`src/rtl/score_display_sequencer_if.sv`:
```
// Requester / display bus for score_display_sequencer: point-add handshakes,
// frame timing and the published score digits.
interface score_display_sequencer_if #(
    parameter int PTS_W = 8
);
    logic             req0;
    logic [PTS_W-1:0] pts0;
    logic             req1;
    logic [PTS_W-1:0] pts1;
    logic             ack0;
    logic             ack1;
    logic             clr_score;
    logic             frame_start;
    logic [20:0]      score;
    logic [23:0]      digits;
    logic             digits_valid;
    logic             busy;
    logic             saturated;

    modport master (
        output req0, pts0, req1, pts1, clr_score, frame_start,
        input  ack0, ack1, score, digits, digits_valid, busy, saturated
    );

    modport slave (
        input  req0, pts0, req1, pts1, clr_score, frame_start,
        output ack0, ack1, score, digits, digits_valid, busy, saturated
    );
endinterface

```
`src/rtl/score_display_sequencer.sv`:
```
// Score register with round-robin add arbitration, bit-serial binary-to-BCD
// conversion and frame-synchronous digit publish. Option: LEADING_ZERO_BLANK_EN.
module score_display_sequencer #(
    parameter int unsigned MAX_SCORE = 999999,
    parameter int          PTS_W     = 8
) (
    input logic                     clk,
    input logic                     rst,
    score_display_sequencer_if.slave bus
);
    localparam logic [21:0] MAX22 = 22'(MAX_SCORE);

    typedef enum logic [1:0] {IDLE, CONV, WAIT} state_t;

    state_t      state_q, state_d;
    logic [20:0] score_q, score_d;
    logic        sat_q, sat_d;
    logic        rr_q, rr_d;
    logic        ack0_q, ack0_d;
    logic        ack1_q, ack1_d;
    logic        dirty_q, dirty_d;
    logic [20:0] sh_q, sh_d;
    logic [23:0] bcd_q, bcd_d;
    logic [4:0]  cnt_q, cnt_d;
    logic [23:0] digits_q, digits_d;
    logic        valid_q, valid_d;

    logic        load_snap, conv_step, publish, busy;
    logic        elig0, elig1, grant0, grant1;
    logic [PTS_W-1:0] pts_sel;
    logic [21:0] sum;
    logic [23:0] adj;
    logic [23:0] pub_val;

    // FSM state register
    always_ff @(posedge clk) begin
        if (rst) state_q <= IDLE;
        else     state_q <= state_d;
    end

    // FSM next state
    always_comb begin
        state_d = state_q;
        case (state_q)
            IDLE:    if (dirty_q) state_d = CONV;
            CONV:    if (cnt_q == 5'd20) state_d = WAIT;
            WAIT:    if (bus.frame_start) state_d = IDLE;
            default: state_d = IDLE;
        endcase
    end

    // FSM outputs
    always_comb begin
        load_snap = (state_q == IDLE) && dirty_q;
        conv_step = (state_q == CONV);
        publish   = (state_q == WAIT) && bus.frame_start;
        busy      = (state_q == CONV);
    end

    // A requester being acked this cycle is skipped so it can drop req next edge.
    always_comb begin
        elig0   = bus.req0 && !ack0_q;
        elig1   = bus.req1 && !ack1_q;
        grant1  = !bus.clr_score && elig1 && (!elig0 || !rr_q);
        grant0  = !bus.clr_score && elig0 && !grant1;
        pts_sel = grant1 ? bus.pts1 : bus.pts0;
        sum     = {1'b0, score_q} + 22'(pts_sel);
    end

    always_comb begin
        score_d = score_q;
        sat_d   = sat_q;
        rr_d    = rr_q;
        ack0_d  = grant0;
        ack1_d  = grant1;
        dirty_d = dirty_q;
        if (load_snap) dirty_d = 1'b0;
        if (bus.clr_score) begin
            score_d = '0;
            sat_d   = 1'b0;
            dirty_d = 1'b1;
        end else if (grant0 || grant1) begin
            if (sum > MAX22) begin
                score_d = MAX22[20:0];
                sat_d   = 1'b1;
            end else begin
                score_d = sum[20:0];
            end
            rr_d    = grant1;
            dirty_d = 1'b1;
        end
    end

    // Double-dabble step: add-3 on nibbles >= 5, then shift {bcd, sh} left.
    always_comb begin
        adj = bcd_q;
        for (int unsigned i = 0; i < 6; i++) begin
            if (bcd_q[4*i +: 4] >= 4'd5) adj[4*i +: 4] = bcd_q[4*i +: 4] + 4'd3;
        end
        sh_d  = sh_q;
        bcd_d = bcd_q;
        cnt_d = cnt_q;
        if (load_snap) begin
            sh_d  = score_q;
            bcd_d = '0;
            cnt_d = '0;
        end else if (conv_step) begin
            sh_d  = {sh_q[19:0], 1'b0};
            bcd_d = {adj[22:0], sh_q[20]};
            cnt_d = cnt_q + 5'd1;
        end
    end

    always_comb begin
        pub_val = bcd_q;
`ifdef LEADING_ZERO_BLANK_EN
        begin
            logic lead;
            lead = 1'b1;
            for (int unsigned k = 0; k < 5; k++) begin
                if (lead && (bcd_q[4*(5-k) +: 4] == 4'd0)) pub_val[4*(5-k) +: 4] = 4'hF;
                else lead = 1'b0;
            end
        end
`endif
        digits_d = digits_q;
        valid_d  = valid_q;
        if (publish) begin
            digits_d = pub_val;
            valid_d  = 1'b1;
        end
    end

    always_ff @(posedge clk) begin
        if (rst) begin
            score_q  <= '0;
            sat_q    <= 1'b0;
            rr_q     <= 1'b0;
            ack0_q   <= 1'b0;
            ack1_q   <= 1'b0;
            dirty_q  <= 1'b1;
            sh_q     <= '0;
            bcd_q    <= '0;
            cnt_q    <= '0;
            digits_q <= '0;
            valid_q  <= 1'b0;
        end else begin
            score_q  <= score_d;
            sat_q    <= sat_d;
            rr_q     <= rr_d;
            ack0_q   <= ack0_d;
            ack1_q   <= ack1_d;
            dirty_q  <= dirty_d;
            sh_q     <= sh_d;
            bcd_q    <= bcd_d;
            cnt_q    <= cnt_d;
            digits_q <= digits_d;
            valid_q  <= valid_d;
        end
    end

    assign bus.ack0         = ack0_q;
    assign bus.ack1         = ack1_q;
    assign bus.score        = score_q;
    assign bus.digits       = digits_q;
    assign bus.digits_valid = valid_q;
    assign bus.busy         = busy;
    assign bus.saturated    = sat_q;
endmodule

```
`src/flat_wrapper.sv`:
```
// flat-port wrapper written by rule: the top's interface ports become plain ports
module score_display_sequencer_flat 
#(
    parameter int unsigned MAX_SCORE = 999999,
    parameter int          PTS_W     = 8
)
  (clk, rst, bus_req0, bus_pts0, bus_req1, bus_pts1, bus_clr_score, bus_frame_start, bus_ack0, bus_ack1, bus_score, bus_digits, bus_digits_valid, bus_busy, bus_saturated);
  score_display_sequencer_if #(.PTS_W(PTS_W)) bus_i ();
  input logic clk;
  input logic rst;
  input wire logic [$bits(bus_i.req0)-1:0] bus_req0;
  input wire logic [$bits(bus_i.pts0)-1:0] bus_pts0;
  input wire logic [$bits(bus_i.req1)-1:0] bus_req1;
  input wire logic [$bits(bus_i.pts1)-1:0] bus_pts1;
  input wire logic [$bits(bus_i.clr_score)-1:0] bus_clr_score;
  input wire logic [$bits(bus_i.frame_start)-1:0] bus_frame_start;
  output wire logic [$bits(bus_i.ack0)-1:0] bus_ack0;
  output wire logic [$bits(bus_i.ack1)-1:0] bus_ack1;
  output wire logic [$bits(bus_i.score)-1:0] bus_score;
  output wire logic [$bits(bus_i.digits)-1:0] bus_digits;
  output wire logic [$bits(bus_i.digits_valid)-1:0] bus_digits_valid;
  output wire logic [$bits(bus_i.busy)-1:0] bus_busy;
  output wire logic [$bits(bus_i.saturated)-1:0] bus_saturated;
  assign bus_i.req0 = bus_req0;
  assign bus_i.pts0 = bus_pts0;
  assign bus_i.req1 = bus_req1;
  assign bus_i.pts1 = bus_pts1;
  assign bus_i.clr_score = bus_clr_score;
  assign bus_i.frame_start = bus_frame_start;
  assign bus_ack0 = bus_i.ack0;
  assign bus_ack1 = bus_i.ack1;
  assign bus_score = bus_i.score;
  assign bus_digits = bus_i.digits;
  assign bus_digits_valid = bus_i.digits_valid;
  assign bus_busy = bus_i.busy;
  assign bus_saturated = bus_i.saturated;
  score_display_sequencer #(.MAX_SCORE(MAX_SCORE), .PTS_W(PTS_W)) u_core (.clk(clk), .rst(rst), .bus(bus_i));
endmodule
```
`config.mk`:
```
export PLATFORM = sky130hd
export DESIGN_NAME = score_display_sequencer_flat
export DESIGN_NICKNAME = d
export VERILOG_FILES = /design/src/rtl/score_display_sequencer_if.sv /design/src/rtl/score_display_sequencer.sv /design/src/flat_wrapper.sv
export SDC_FILE = /design/constraint.sdc
export NUM_CORES = 1
export LEC_CHECK = 0
export CORE_ASPECT_RATIO = 0.9
export CORE_UTILIZATION = 55
export CTS_CLUSTER_DIAMETER = 100
export DETAILED_ROUTE_END_ITERATION = 10
export GPL_TIMING_DRIVEN = 0
export HOLD_SLACK_MARGIN = 0.1
export PLACE_DENSITY = 0.91
export SETUP_SLACK_MARGIN = 0.02
export SLEW_MARGIN = 20
export SYNTH_ARGS = -nofsm -noshare
export SYNTH_HDL_FRONTEND = slang
export SYNTH_SLANG_ARGS = --single-unit
```
`constraint.sdc`:
```
create_clock -name clk -period 5.65 [get_ports clk]
set_input_delay 1.13 -clock clk [delete_from_list [all_inputs] [get_ports clk]]
set_output_delay 1.13 -clock clk [all_outputs]
set_load 0.05 [all_outputs]
```
==> flow_summary.yaml <==
finish:
  multi_input_comb_area_sq_um: 2887
  final_util_pct: 68.44
  layout.nets: 778
  filler_cell_count: 685
  area.sequential_sq_um: 2062
  antenna-diode-count: 0
  post_route_cells_drive_above_1_share_pct: 5.834
  syn_to_final_growth_pct: 20.41
yosys:
  mappedNetlistNets: 697
  async_reset_ff_share_pct: 0
  synth_cell_types: 56
  mux_cell_area_share_after_synthesis_pct: 2.340
  yosysMostFrequentCell: "sky130_fd_sc_hd__nand2_1"
  synth-edff-count: 0
  combinational_family_with_the_most_area_after_synthesis: "compound AO/OA/AOI/OAI gates"
  yosysWarnings: 0
  syn_area_sq_um: 5186
  synth-xor-area-share_pct: 4.053
  yosys_register_bits: 103
  synth-compound-area-share_pct: 22.48
  post_synth.cell_area_avg_sq_um: 7.967
  post-synth-top-area-cell: "sky130_fd_sc_hd__dfxtp_1"
  yosys.area.top_type_share_pct: 39.76
  synth_sequential_area_ratio_pct: 39.76
  synthAdderAreaFrac_pct: 5.935
  postSynth.topFlopCell: "sky130_fd_sc_hd__dfxtp_1"
  synth.cells.most_frequent: "127 x sky130_fd_sc_hd__nand2_1, 103 x sky130_fd_sc_hd__dfxtp_1, 95 x sky130_fd_sc_hd__a21oi_1, 37 x sky130_fd_sc_hd__nor2_1, 33 x sky130_fd_sc_hd__o21ai_0"
  syn_inst: 651
  yosys.area_share.simple_pct: 20.84
  synth.area.top_cells: "sky130_fd_sc_hd__dfxtp_1 40%, sky130_fd_sc_hd__nand2_1 9.2%, sky130_fd_sc_hd__a21oi_1 9.2%, sky130_fd_sc_hd__ha_1 5.5%, sky130_fd_sc_hd__o21ai_0 3.2%"
cts:
  max-clock-path-buffers: 2
  deepest_level_of_the_cts_h_tree: 3
  post_cts.repair.setup_buffers: 0
  path_clk_slew_ns: 0.11
  postCtsHoldBufs: 0
  ctsRootBufferMaster: "sky130_fd_sc_hd__clkbuf_8"
  numClockSinks: 103
  tritoncts: "built"
  insertion_delay_ns: 0.40
  post_cts_resized: 0
  cts_made_buffers: 9
timing:
  fmax_mhz: 192.6
  slew_viol_final: 0
  slew_headroom_pct: 48.22
  worst_pin_slew_ns: 0.7715
  clock-skew-final_ns: 0.01413
  finalSetupViolations: 0
  unrepaired_setup_endpoints_after_global_routing: "no"
  final.min_clock_period_ns: 5.191
  setup_total_negative_slack_ns: 0
  hold_viol_final: 0
  period_share_pct: 91.88
power:
  ir_drop_mv: 0.1269
  leakage_nw: 2.051
  powerDensity_nw_per_um2: 224.9
placed_design:
  hpwl_mm: 9.657
  io_buffers: 70
  globalplace.congestion: 0.9105
floorplanning:
  fp.dieArea_sq_um: 9822
  die_width_um: 104.4
  initial_utilization_pct: 56.84
  placeableCoreArea_sq_um: 9125
  floorplan.die.height_um: 94.12
  floorplan.rows: 33
  design.portCount: 72
worst_setup_path:
  worst_path_max_delay_cell: "sky130_fd_sc_hd__clkdlybuf4s50_1"
  setup_crit_end_kind: "register"
  cp_data_arrival_time_ns: 5.46
  worstPathCellList: "clkdlybuf4s50_1 -> nor2b_1 -> nand2_1 -> nand3_1 -> buf_1 -> mux2_2 -> ha_1 -> nand3_1 -> or3_4 -> a21oi_4 -> nand4_1 -> mux2i_1 -> o311a_4 -> nor2_1 -> a31oi_1"
  cp-start-kind: "primary input"
  cell_occurring_most_often_along_the_worst_timing_path: "sky130_fd_sc_hd__nand3_1"
  critPathMaxStageDelay_ns: 0.47
  critPathRequiredTime_ns: 5.92
  worst_path_dominant_cell_family: "simple AND/OR/NAND/NOR gates"
  worst-path-buf-inv: 2
  cp_max_fo: 10
  critical_path_class: "in -> reg"
routing:
  routed_wl_mm: 13.29
  number_of_vias_after_detailed_routing: 5060
  detail-route-antenna-nets: 0
  drt_iter0_drc: 377
  drc: 0
  avgRoutedWirePerCell_um: 15.47
  vias_per_cell: 5.891
  drt_pass1_iterations: 5
global_routing:
  grt_antenna_before_repair: 0
  grt_remaining_overflow: 0
  gr-usage-all-layers_pct: 27.92
  grt_pass1_vias: 4633
  grt_pass1_wl_mm: 21.93
  pin_count_of_the_biggest_net_entering_global_routing: 22
job:
  drv.max_cap_violation_count: 0
hold_path:
  timing.hold.worst.class: "reg -> reg"
outcome:
  outcome: "finished, final reports clean"
[registers in the layout, indices dropped and copies added, names as in the netlist, 2 cells and up]
signal and cells:
u_core.bcd_q 24, u_core.bus.digits 24, u_core.state_q 2, u_core.cnt_q 5, u_core.bus.score 21, u_core.sh_q 21
[logic make-up after synthesis]
| logic type | after synthesis |
|---|---|
| and+or+nand+nor | 239 |
| xor gates and xnor gates | 24 |
| AOI/OAI and AO/OA | 190 |
| adders and majority gates | 24 |
| muxes | 11 |
| buffers and inverters | 60 |
| DFF | 103 |
[placed cells by master (no fill, tap or decap), types with 6 or more instances in the layout]
| master | netlist | layout |
|---|---|---|
| sky130_fd_sc_hd__xnor2_1 | 12 | 12 |
| sky130_fd_sc_hd__xor2_1 | 12 | 12 |
| sky130_fd_sc_hd__dfxtp_1 | 103 | 103 |
| sky130_fd_sc_hd__inv_1 | 19 | 19 |
| sky130_fd_sc_hd__mux2_2 | 8 | 8 |
| sky130_fd_sc_hd__clkbuf_1 | 31 | 31 |
| sky130_fd_sc_hd__or3_1 | 7 | 7 |
| sky130_fd_sc_hd__nand2b_1 | 9 | 9 |
| sky130_fd_sc_hd__clkdlybuf4s50_1 | 0 | 70 |
| sky130_fd_sc_hd__a21oi_1 | 95 | 95 |
| sky130_fd_sc_hd__nor2_1 | 37 | 37 |
| sky130_fd_sc_hd__nand2_1 | 127 | 127 |
| sky130_fd_sc_hd__a31oi_1 | 6 | 6 |
| sky130_fd_sc_hd__ha_1 | 23 | 23 |
| sky130_fd_sc_hd__a22oi_1 | 20 | 20 |
| sky130_fd_sc_hd__clkbuf_8 | 0 | 9 |
| sky130_fd_sc_hd__nand3_1 | 14 | 14 |
| sky130_fd_sc_hd__o21ai_0 | 33 | 33 |
| sky130_fd_sc_hd__nor3_1 | 13 | 13 |
[power by group]
group / total (mW) / leakage [nW] / internal [mW] / switching (mW)
clock network: 0.485 / 0.104 / 0.180 / 0.305
logic: 0.177 / 1.12 / 0.0600 / 0.117
registers: 0.742 / 0.831 / 0.734 / 0.00831
[routing by layer]
metal | GRT usage, % | routed length [um] | up-vias
met5 | 0 | 0 | -
met2 | 45.86 | 6129 | 222
met4 | 11.07 | 320 | 0
met3 | 6.311 | 899 | 35
li1 | - | - | 2435
met1 | 35.63 | 5942 | 2368
[worst register-to-register path, delay by kind of cell, from the launching register on]
kind	cells	cell delay [ns]
AND/OR/NAND/NOR	7	1.56
AO/OA/AOI/OAI	3	0.88
multiplexers	2	0.59
buffers and inverters	1	0.42
adder cells (fa/ha/maj)	1	0.39
flip-flops	1	0.35
[stage by stage]
stage	hold WS [ns]	cells	area, sq um	setup slack [ns]	total power, mW
2_1_floorplan	0.4321	651	5186	1.076	0.8720
3_3_place_gp	0.4347	843	6040	0.2553	0.9256
3_5_place_dp	0.4465	843	6040	0.1768	0.9306
4_1_cts	0.4535	859	6245	0.5535	1.405
5_1_grt	0.4727	859	6245	0.1438	1.450
6_report	0.4611	859	6245	0.4588	1.404
[cell type report]
class                           instances  share of cell area [%]
Buffer                                 41                   2.665
Clock buffer                            9                   1.984
Clock inverter                          7                   1.302
Inverter                               19                   1.142
Multi-Input combinational cell        488                   46.22
Sequential cell                       103                   33.02
Tap cell                              122                   2.444
Timing Repair Buffer                   70                   11.22
[path summary, 6_finish.rpt]
check / start / to / slack, ns / cells past startpoint
setup / recovery: bus_req0 / u_core.bus.score[3]$_SDFFE_PP0N_ / 0.46 / 15
hold / removal: u_core.bus.saturated$_SDFFE_PP0P_ / u_core.bus.saturated$_SDFFE_PP0P_ / 0.46 / 2
setup reg to reg: u_core.bus.ack0$_SDFF_PP0_ / u_core.bus.score[3]$_SDFFE_PP0N_ / 1.34 / 14
hold reg to reg: u_core.bus.saturated$_SDFFE_PP0P_ / u_core.bus.saturated$_SDFFE_PP0P_ / 0.46 / 2
Note: power is estimated with default switching activity, not from simulation.
